**src/rtl/gpmc_initiator.sv**
```systemverilog
// Address/data-multiplexed GPMC bus initiator: converts single-word valid/ready
// commands into GPMC bus cycles, with every bus transition aligned to gpmc_clk rising.
module gpmc_initiator #(
  parameter int DATA_WIDTH = 16,
  parameter int ADDR_WIDTH = 16,
  parameter int RD_LAT     = 2
) (
  input  logic                  clk,
  input  logic                  rst,
  input  logic                  cmd_valid,
  output logic                  cmd_ready,
  input  logic                  cmd_we,
  input  logic [ADDR_WIDTH-1:0] cmd_addr,
  input  logic [DATA_WIDTH-1:0] cmd_wdata,
  output logic                  rsp_valid,
  output logic [DATA_WIDTH-1:0] rsp_rdata,
  output logic                  gpmc_clk,
  output logic                  gpmc_csn,
  output logic                  gpmc_advn,
  output logic                  gpmc_wein,
  output logic                  gpmc_oen,
  output logic [DATA_WIDTH-1:0] gpmc_ad_out,
  output logic                  gpmc_ad_oe,
  input  logic [DATA_WIDTH-1:0] gpmc_ad_in
);

  typedef enum logic [2:0] {
    S_IDLE,
    S_PEND,
    S_ADDR,
    S_WDATA,
    S_RWAIT,
    S_END
  } state_t;

  localparam logic [3:0] LAT_INIT = 4'(RD_LAT);

  state_t                  state_q;
  logic                    gclk_q;
  logic                    we_q;
  logic [ADDR_WIDTH-1:0]   addr_q;
  logic [DATA_WIDTH-1:0]   wdata_q;
  logic [3:0]              cnt_q;
  logic                    cmd_ready_q;
  logic                    rsp_valid_q;
  logic [DATA_WIDTH-1:0]   rsp_rdata_q;
  logic                    csn_q;
  logic                    advn_q;
  logic                    wein_q;
  logic                    oen_q;
  logic [DATA_WIDTH-1:0]   ad_out_q;
  logic                    ad_oe_q;

  logic                    bus_edge;
  logic [DATA_WIDTH-1:0]   addr_ext_d;

  // This clk edge drives gpmc_clk 0->1; the responder samples mid-tick on the fall.
  assign bus_edge = ~gclk_q;

  always_comb begin
    addr_ext_d = '0;
    addr_ext_d[ADDR_WIDTH-1:0] = addr_q;
  end

  always_ff @(posedge clk) begin
    if (rst) begin
      state_q     <= S_IDLE;
      gclk_q      <= 1'b0;
      we_q        <= 1'b0;
      addr_q      <= '0;
      wdata_q     <= '0;
      cnt_q       <= '0;
      cmd_ready_q <= 1'b0;
      rsp_valid_q <= 1'b0;
      rsp_rdata_q <= '0;
      csn_q       <= 1'b1;
      advn_q      <= 1'b1;
      wein_q      <= 1'b1;
      oen_q       <= 1'b1;
      ad_out_q    <= '0;
      ad_oe_q     <= 1'b0;
    end else begin
      gclk_q      <= ~gclk_q;
      rsp_valid_q <= 1'b0;
      case (state_q)
        S_IDLE: begin
          if (cmd_valid && cmd_ready_q) begin
            we_q        <= cmd_we;
            addr_q      <= cmd_addr;
            wdata_q     <= cmd_wdata;
            cmd_ready_q <= 1'b0;
            state_q     <= S_PEND;
          end else begin
            cmd_ready_q <= 1'b1;
          end
        end
        S_PEND: begin
          if (bus_edge) begin
            csn_q    <= 1'b0;
            advn_q   <= 1'b0;
            wein_q   <= 1'b1;
            oen_q    <= 1'b1;
            ad_oe_q  <= 1'b1;
            ad_out_q <= addr_ext_d;
            state_q  <= S_ADDR;
          end
        end
        S_ADDR: begin
          if (bus_edge) begin
            advn_q <= 1'b1;
            if (we_q) begin
              wein_q   <= 1'b0;
              ad_out_q <= wdata_q;
              ad_oe_q  <= 1'b1;
              state_q  <= S_WDATA;
            end else begin
              // Release AD on the same edge OEn falls so the two drivers never overlap.
              oen_q    <= 1'b0;
              ad_oe_q  <= 1'b0;
              ad_out_q <= '0;
              cnt_q    <= LAT_INIT;
              state_q  <= S_RWAIT;
            end
          end
        end
        S_WDATA: begin
          if (bus_edge) begin
            csn_q       <= 1'b1;
            wein_q      <= 1'b1;
            ad_oe_q     <= 1'b0;
            ad_out_q    <= '0;
            rsp_valid_q <= 1'b1;
            rsp_rdata_q <= '0;
            state_q     <= S_END;
          end
        end
        S_RWAIT: begin
          if (bus_edge) begin
            cnt_q <= cnt_q - 4'd1;
            if (cnt_q == 4'd1) begin
              rsp_rdata_q <= gpmc_ad_in;
              rsp_valid_q <= 1'b1;
              csn_q       <= 1'b1;
              oen_q       <= 1'b1;
              state_q     <= S_END;
            end
          end
        end
        S_END: begin
          if (bus_edge) begin
            cmd_ready_q <= 1'b1;
            state_q     <= S_IDLE;
          end
        end
        default: begin
          state_q <= S_IDLE;
        end
      endcase
    end
  end

  assign cmd_ready   = cmd_ready_q;
  assign rsp_valid   = rsp_valid_q;
  assign rsp_rdata   = rsp_rdata_q;
  assign gpmc_clk    = gclk_q;
  assign gpmc_csn    = csn_q;
  assign gpmc_advn   = advn_q;
  assign gpmc_wein   = wein_q;
  assign gpmc_oen    = oen_q;
  assign gpmc_ad_out = ad_out_q;
  assign gpmc_ad_oe  = ad_oe_q;

endmodule
```
**config.mk**
```make
export PLATFORM = sky130hd
export DESIGN_NAME = gpmc_initiator
export DESIGN_NICKNAME = d
export VERILOG_FILES = /design/src/rtl/gpmc_initiator.sv
export SDC_FILE = /design/constraint.sdc
export NUM_CORES = 1
export LEC_CHECK = 0
export CORE_MARGIN = 2
export CORE_UTILIZATION = 63
export DETAILED_ROUTE_END_ITERATION = 8
export DONT_BUFFER_PORTS = 1
export GPL_TIMING_DRIVEN = 1
export PLACE_DENSITY = 0.84
export SYNTH_ARGS = -nofsm -noshare
export SYNTH_HDL_FRONTEND = slang
export SYNTH_SLANG_ARGS = --single-unit
```
**constraint.sdc**
```tcl
create_clock -name clk -period 2.77 [get_ports clk]
set_clock_uncertainty 0.15 [all_clocks]
set_input_delay 0.554 -clock clk [delete_from_list [all_inputs] [get_ports clk]]
set_output_delay 0.554 -clock clk [all_outputs]
set_load 0.01 [all_outputs]
```
; Yosys cells after proc, flatten, opt, wreduce, memory -nomap -nowiden
; Cells that the tools add are included.
; W data, S select, Z words.
[word_totals]
input_bits = 52
ff_bits = 80
output_inout_bits = 40
word_cells = 96
[classes]
n_addsub = 1
muxes = 42
reduce_logical = 21
n_bitwise = 1
eq_ne = 16
[op_table]
columns = cell, n
row1 = $mux W16, 6
row2 = $pmux W16 S3, 1
row3 = $pmux W16 S2, 1
row4 = $mux W3, 8
row5 = $ne A2 B2 Y1 const B, 10
row6 = $pmux W3 S6, 1
row7 = $reduce_and A4 Y1, 4
row8 = $mux W1, 14
row9 = $mux W4, 3
row10 = $reduce_bool A2 Y1, 5
row11 = $pmux W1 S3, 3
row12 = $reduce_bool A3 Y1, 3
row13 = $pmux W1 S2, 4
row14 = $pmux W4 S2, 1
row15 = $reduce_and A7 Y1, 1
row16 = $eq A3 B2 Y1 const B, 2
row17 = $eq A3 B3 Y1 const B, 2
row18 = $reduce_and A6 Y1, 1
row19 = $reduce_and A5 Y1, 1
row20 = $eq A4 B1 Y1 const B, 1
row21 = $reduce_and A2 Y1, 2
row22 = $sub A4 B1 Y4 const B, 1
row23 = $eq A3 B1 Y1 const B, 1
row24 = $logic_not A3 Y1, 1
row25 = 4 further kinds, 4

; Longest topological paths before layout
[depth]
ltp_word = 4
mapped_depth = 8
mapped_depth_nobuf = 6

; Least setup slack after synthesis
; Ideal clock, no wire load.
[synth_timing]
path_kind = input port to flip-flop
startpoint = in cmd_valid
endpoint = reg wdata_q[3]
setup_time_ns = 0.133
arrival_ns = 1.460
t_required_ns = 2.487
cell_stages = 6
path_buffers = 2
path_slack_ns = 1.028
path_cell_list = nand2_1 -> or4_1 -> clkbuf_1 -> buf_2 -> nand2_1 -> a21oi_1
[synth_via]
elab_chain_len = 2
[synth_rtl]
columns = element, line_no
row1 = start: declaration, 10  ; input logic cmd_valid,
row2 = $logic_and A1 B1 Y1, 87  ; if (cmd_valid && cmd_ready_q) begin
row3 = $reduce_and A2 Y1 (no line), n/a
row4 = end signal: assignment, 90  ; wdata_q <= cmd_wdata;
row5 = end: declaration, 42  ; logic [DATA_WIDTH-1:0] wdata_q;
; Every way passes these cells.
; A chain may end at the register's enable or synchronous reset.

; Final worst setup path
[layout_timing]
startpoint = reg state_q[1]
endpoint = reg ad_out_q[12] (netlist: gpmc_ad_out[12])
[layout_via]
elab_chain_len = 3
word_cells_on_any_way = 9
classes_between = 6 x eq/ne / 1 x mux / 2 x reduce/logical
[layout_rtl]
columns = element, line_no
row1 = start: declaration, 38  ; state_t state_q;
row2 = start signal: assignment, 67  ; state_q <= S_IDLE;
row3 = start signal: assignment, 92  ; state_q <= S_PEND;
row4 = start signal: assignment, 105  ; state_q <= S_ADDR;
row5 = $eq A3 B1 Y1 / $eq A3 B2 Y1 (equally long branches), 85  ; case (state_q)
row6 = $ne A2 B2 Y1 (no line) / $reduce_bool A3 Y1 (equally long branches), n/a
row7 = $reduce_and A4 Y1 (no line), n/a
row8 = end signal: assignment, 104  ; ad_out_q <= addr_ext_d;
row9 = end signal: assignment, 113  ; ad_out_q <= wdata_q;
row10 = end: declaration, 51  ; logic [DATA_WIDTH-1:0] ad_out_q;
; Several ways; a longest one is shown, not always the timed one.

==> impl_metrics.yaml <==
status:
  status: "completed"
worst_setup_path:
  critPathSlowestCell: "dfxtp_1"
  r2r-end: "gpmc_ad_out[12]$_SDFFE_PP0P_"
  path_class: "reg -> reg"
  start_kind: "register"
  critPathMaxFanout: 17
  reg2reg_depth: 4
  cp.arrival_ps: 2290
  critPathTopFamily: "simple AND/OR/NAND/NOR gates"
  path_cells: "nand2b_1 -> nor2_4 -> a22oi_1 -> a211oi_1"
  cp.required_ps: 2880
  cp_num_buf_inv: 0
  critPathMaxStageDelay_ps: 700
  path_depth: 4
  r2r_slack_ps: 590
  regToRegStartpoint: "state_q[1]$_SDFFE_PP0P_"
  critPathCaptureType: "register"
synthesis:
  ys_seq_elements: 80
  ys_types: 36
  synth.top_cell.area_share_pct: 50.1
  synth_cells: 383
  synth_most_common_cell: "nand2_1"
  yosysTopAreaCell: "dfxtp_1"
  synth_area_leaders: "dfxtp_1, nand2_1, a21oi_1"
  synth_edf_count: 0
  ys_top_cells_by_count: "nand2_1, dfxtp_1, a21oi_1"
  seq_area_frac_synth_pct: 50.1
  synthArstFlopShare_pct: 0
  syn_area_per_cell_sq_um: 8.35
  ys_warn_count: 0
  synthesis.area_sq_um: 3200
  synth_flop_cell: "dfxtp_1"
  syn-num-nets: 437
floorplan:
  dieHeight_um: 75.2
  initial_core_util_pct: 66.4
  rows: 25
  die_x_um: 75.2
  die_area_sq_um: 5660
  io_pins: 92
  coreArea_sq_um: 4820
finish:
  multiInputGateArea_sq_um: 1420
  final_layout_size_suffix_gt1_share_pct: 7.84
  antenna_cells: 0
  stdcell_count: 437
  area_growth_pct: 4.27
  nets: 420
  fillCellCount: 434
  seq_area_sq_um: 1600
detailed_routing:
  wl_per_cell_um: 14.8
  drt_iter0_drc: 185
  drcViolationCount: 0
  antenna_left: 0
  wl_um: 6480
  dr.pass1.iters: 4
  via_per_inst: 5.82
  dr_total_vias: 2545
sta:
  setup_tns_ps: 0
  worst_slew_pin_slew_ps: 707
  grt_setup_unrepaired: "false"
  maxSlewHeadroom_pct: 52.8
  layout_min_cycle_time_ps: 2180
  setup_viol: 0
  slew_violations: 0
  max_freq_ghz: 0.459
  report.final.hold_viol_count: 0
  fin_crit_sh_pct: 78.6
clock_tree:
  cts_tree: "done"
  cts_max_path_buffers: 2
  cts_sinks: 80
  cts-root-buf: "clkbuf_8"
  cts.htree.levels: 3
  clk_pin_slew_ps: 80
  cts.repair.resized: 0
  cts_setup_buffers: 0
  clk_latency_ps: 340
  holdBufCountCts: 0
  cts_made_buffers: 9
global_routing:
  track_usage_pct: 24.5
  grt_pass1_vias: 2274
  grt-ovfl-total: 0
  antenna_found_initial: 0
  grt_max_degree: 79
  grt_pass1_wl_um: 10400
power_and_ir_drop:
  p_per_area_nw_per_um2: 877
  ir_drop_mv: 0.408
  p_leak_nw: 1.07
hold_path:
  min_from: "rst"
  whs_path_depth: 1
  hold_end: "gpmc_ad_out[2]$_SDFFE_PP0P_"
  min_path_type: "in -> reg"
placed_design:
  routabilityCongestion: 0.830
  dpl.hpwl_um: 4290
  portBuffers: 0
  dp.cells: 422
job:
  maxCapViolCount: 0
worst reg2reg max path: cells and delay by family, from the launching register on:
| kind | cells | cell delay [ps] |
|---|---|---|
| DFF | 1 | 700 |
| and+or+nand+nor | 2 | 860 |
| AOI/OAI and AO/OA | 2 | 400 |
cell usage in the layout (no fill, tap or decap), types with 2 or more instances in the layout:
cell type and count:
nor2b_1 3, a211oi_1 17, o22ai_1 2, or3_1 3
ha_1 2, clkinv_2 4, nand3_1 16, a21oi_1 55
o21ai_0 3, dfxtp_1 80, a211o_1 2, clkbuf_8 9
nand2b_1 7, a22oi_1 18, nand2_1 86, nor2_1 24
buf_4 6, inv_1 5, nor3_1 7, a311oi_1 2
or2_2 2
logic make-up after synthesis:
group / share of synthesized area, %
compound gates: 20.5
buf+inv: 5.56
simple gates: 23.1
flops: 50.1
fa+ha+maj: 0.783
cell type report:
class                   count  share of cell area (%)
clock buffers               9                    3.72
clock inverters             6                    1.09
inverters                   5                   0.563
multi-input cells         264                    42.7
flip-flops and latches     80                    48.0
well taps                  67                    2.52
repair buffers              6                    1.35
per-layer routing:
layer	vias to the layer above	share of wire (%)	routed length (um)	GRT usage, %
li1	1291	-	-	-
met1	1173	44	2840	31.2
met2	74	48	3110	37.4
met3	7	7.4	480	9.50
met4	0	0.91	59	10.1
met5	-	0	0	0
how the worst max path moves through the flow:
stage	start	endpoint	slack, ps
3_5_place_dp	state_q[1]$_SDFFE_PP0P_	gpmc_ad_out[12]$_SDFFE_PP0P_	590
6_report	state_q[1]$_SDFFE_PP0P_	gpmc_ad_out[12]$_SDFFE_PP0P_	590
3_3_place_gp	state_q[1]$_SDFFE_PP0P_	gpmc_ad_out[11]$_SDFFE_PP0P_	710
2_1_floorplan	cmd_valid	wdata_q[3]$_SDFFE_PP0P_	1030
5_1_grt	state_q[1]$_SDFFE_PP0P_	gpmc_ad_out[7]$_SDFFE_PP0P_	340
4_1_cts	state_q[1]$_SDFFE_PP0P_	gpmc_ad_out[12]$_SDFFE_PP0P_	590
stage by stage:
step           setup WS, ps  area (sq um)  hold slack, ps  power (mW)  utilization, %
2_1_floorplan          1030          3200             286        2.12               -
3_3_place_gp            710          3170             286        2.21            65.9
3_5_place_dp            586          3170             290        2.24            65.9
4_1_cts                 590          3330             107        2.95            69.2
5_1_grt                 339          3330            97.8        3.11            69.2
6_report                592          3330             126        2.92            69.2
state kept, by name, summed over array words and instances, names as in the netlist:
signal	cells
gpmc_csn	1
gpmc_ad_oe	1
addr_ext_d	16
rsp_rdata	16
gpmc_ad_out	16
gpmc_wein	1
gpmc_oen	1
gpmc_advn	1
cmd_ready	1
cnt_q	4
rsp_valid	1
gpmc_clk	1
state_q	3
wdata_q	16
we_q	1
power breakdown:
part | internal, mW | total (mW) | leakage (nW) | switching, mW
registers | 1.34 | 1.57 | 0.651 | 0.229
clock network | 0.317 | 0.714 | 0.0850 | 0.397
logic | 0.266 | 0.635 | 0.337 | 0.370
Note: power is estimated with default switching activity, not from simulation.
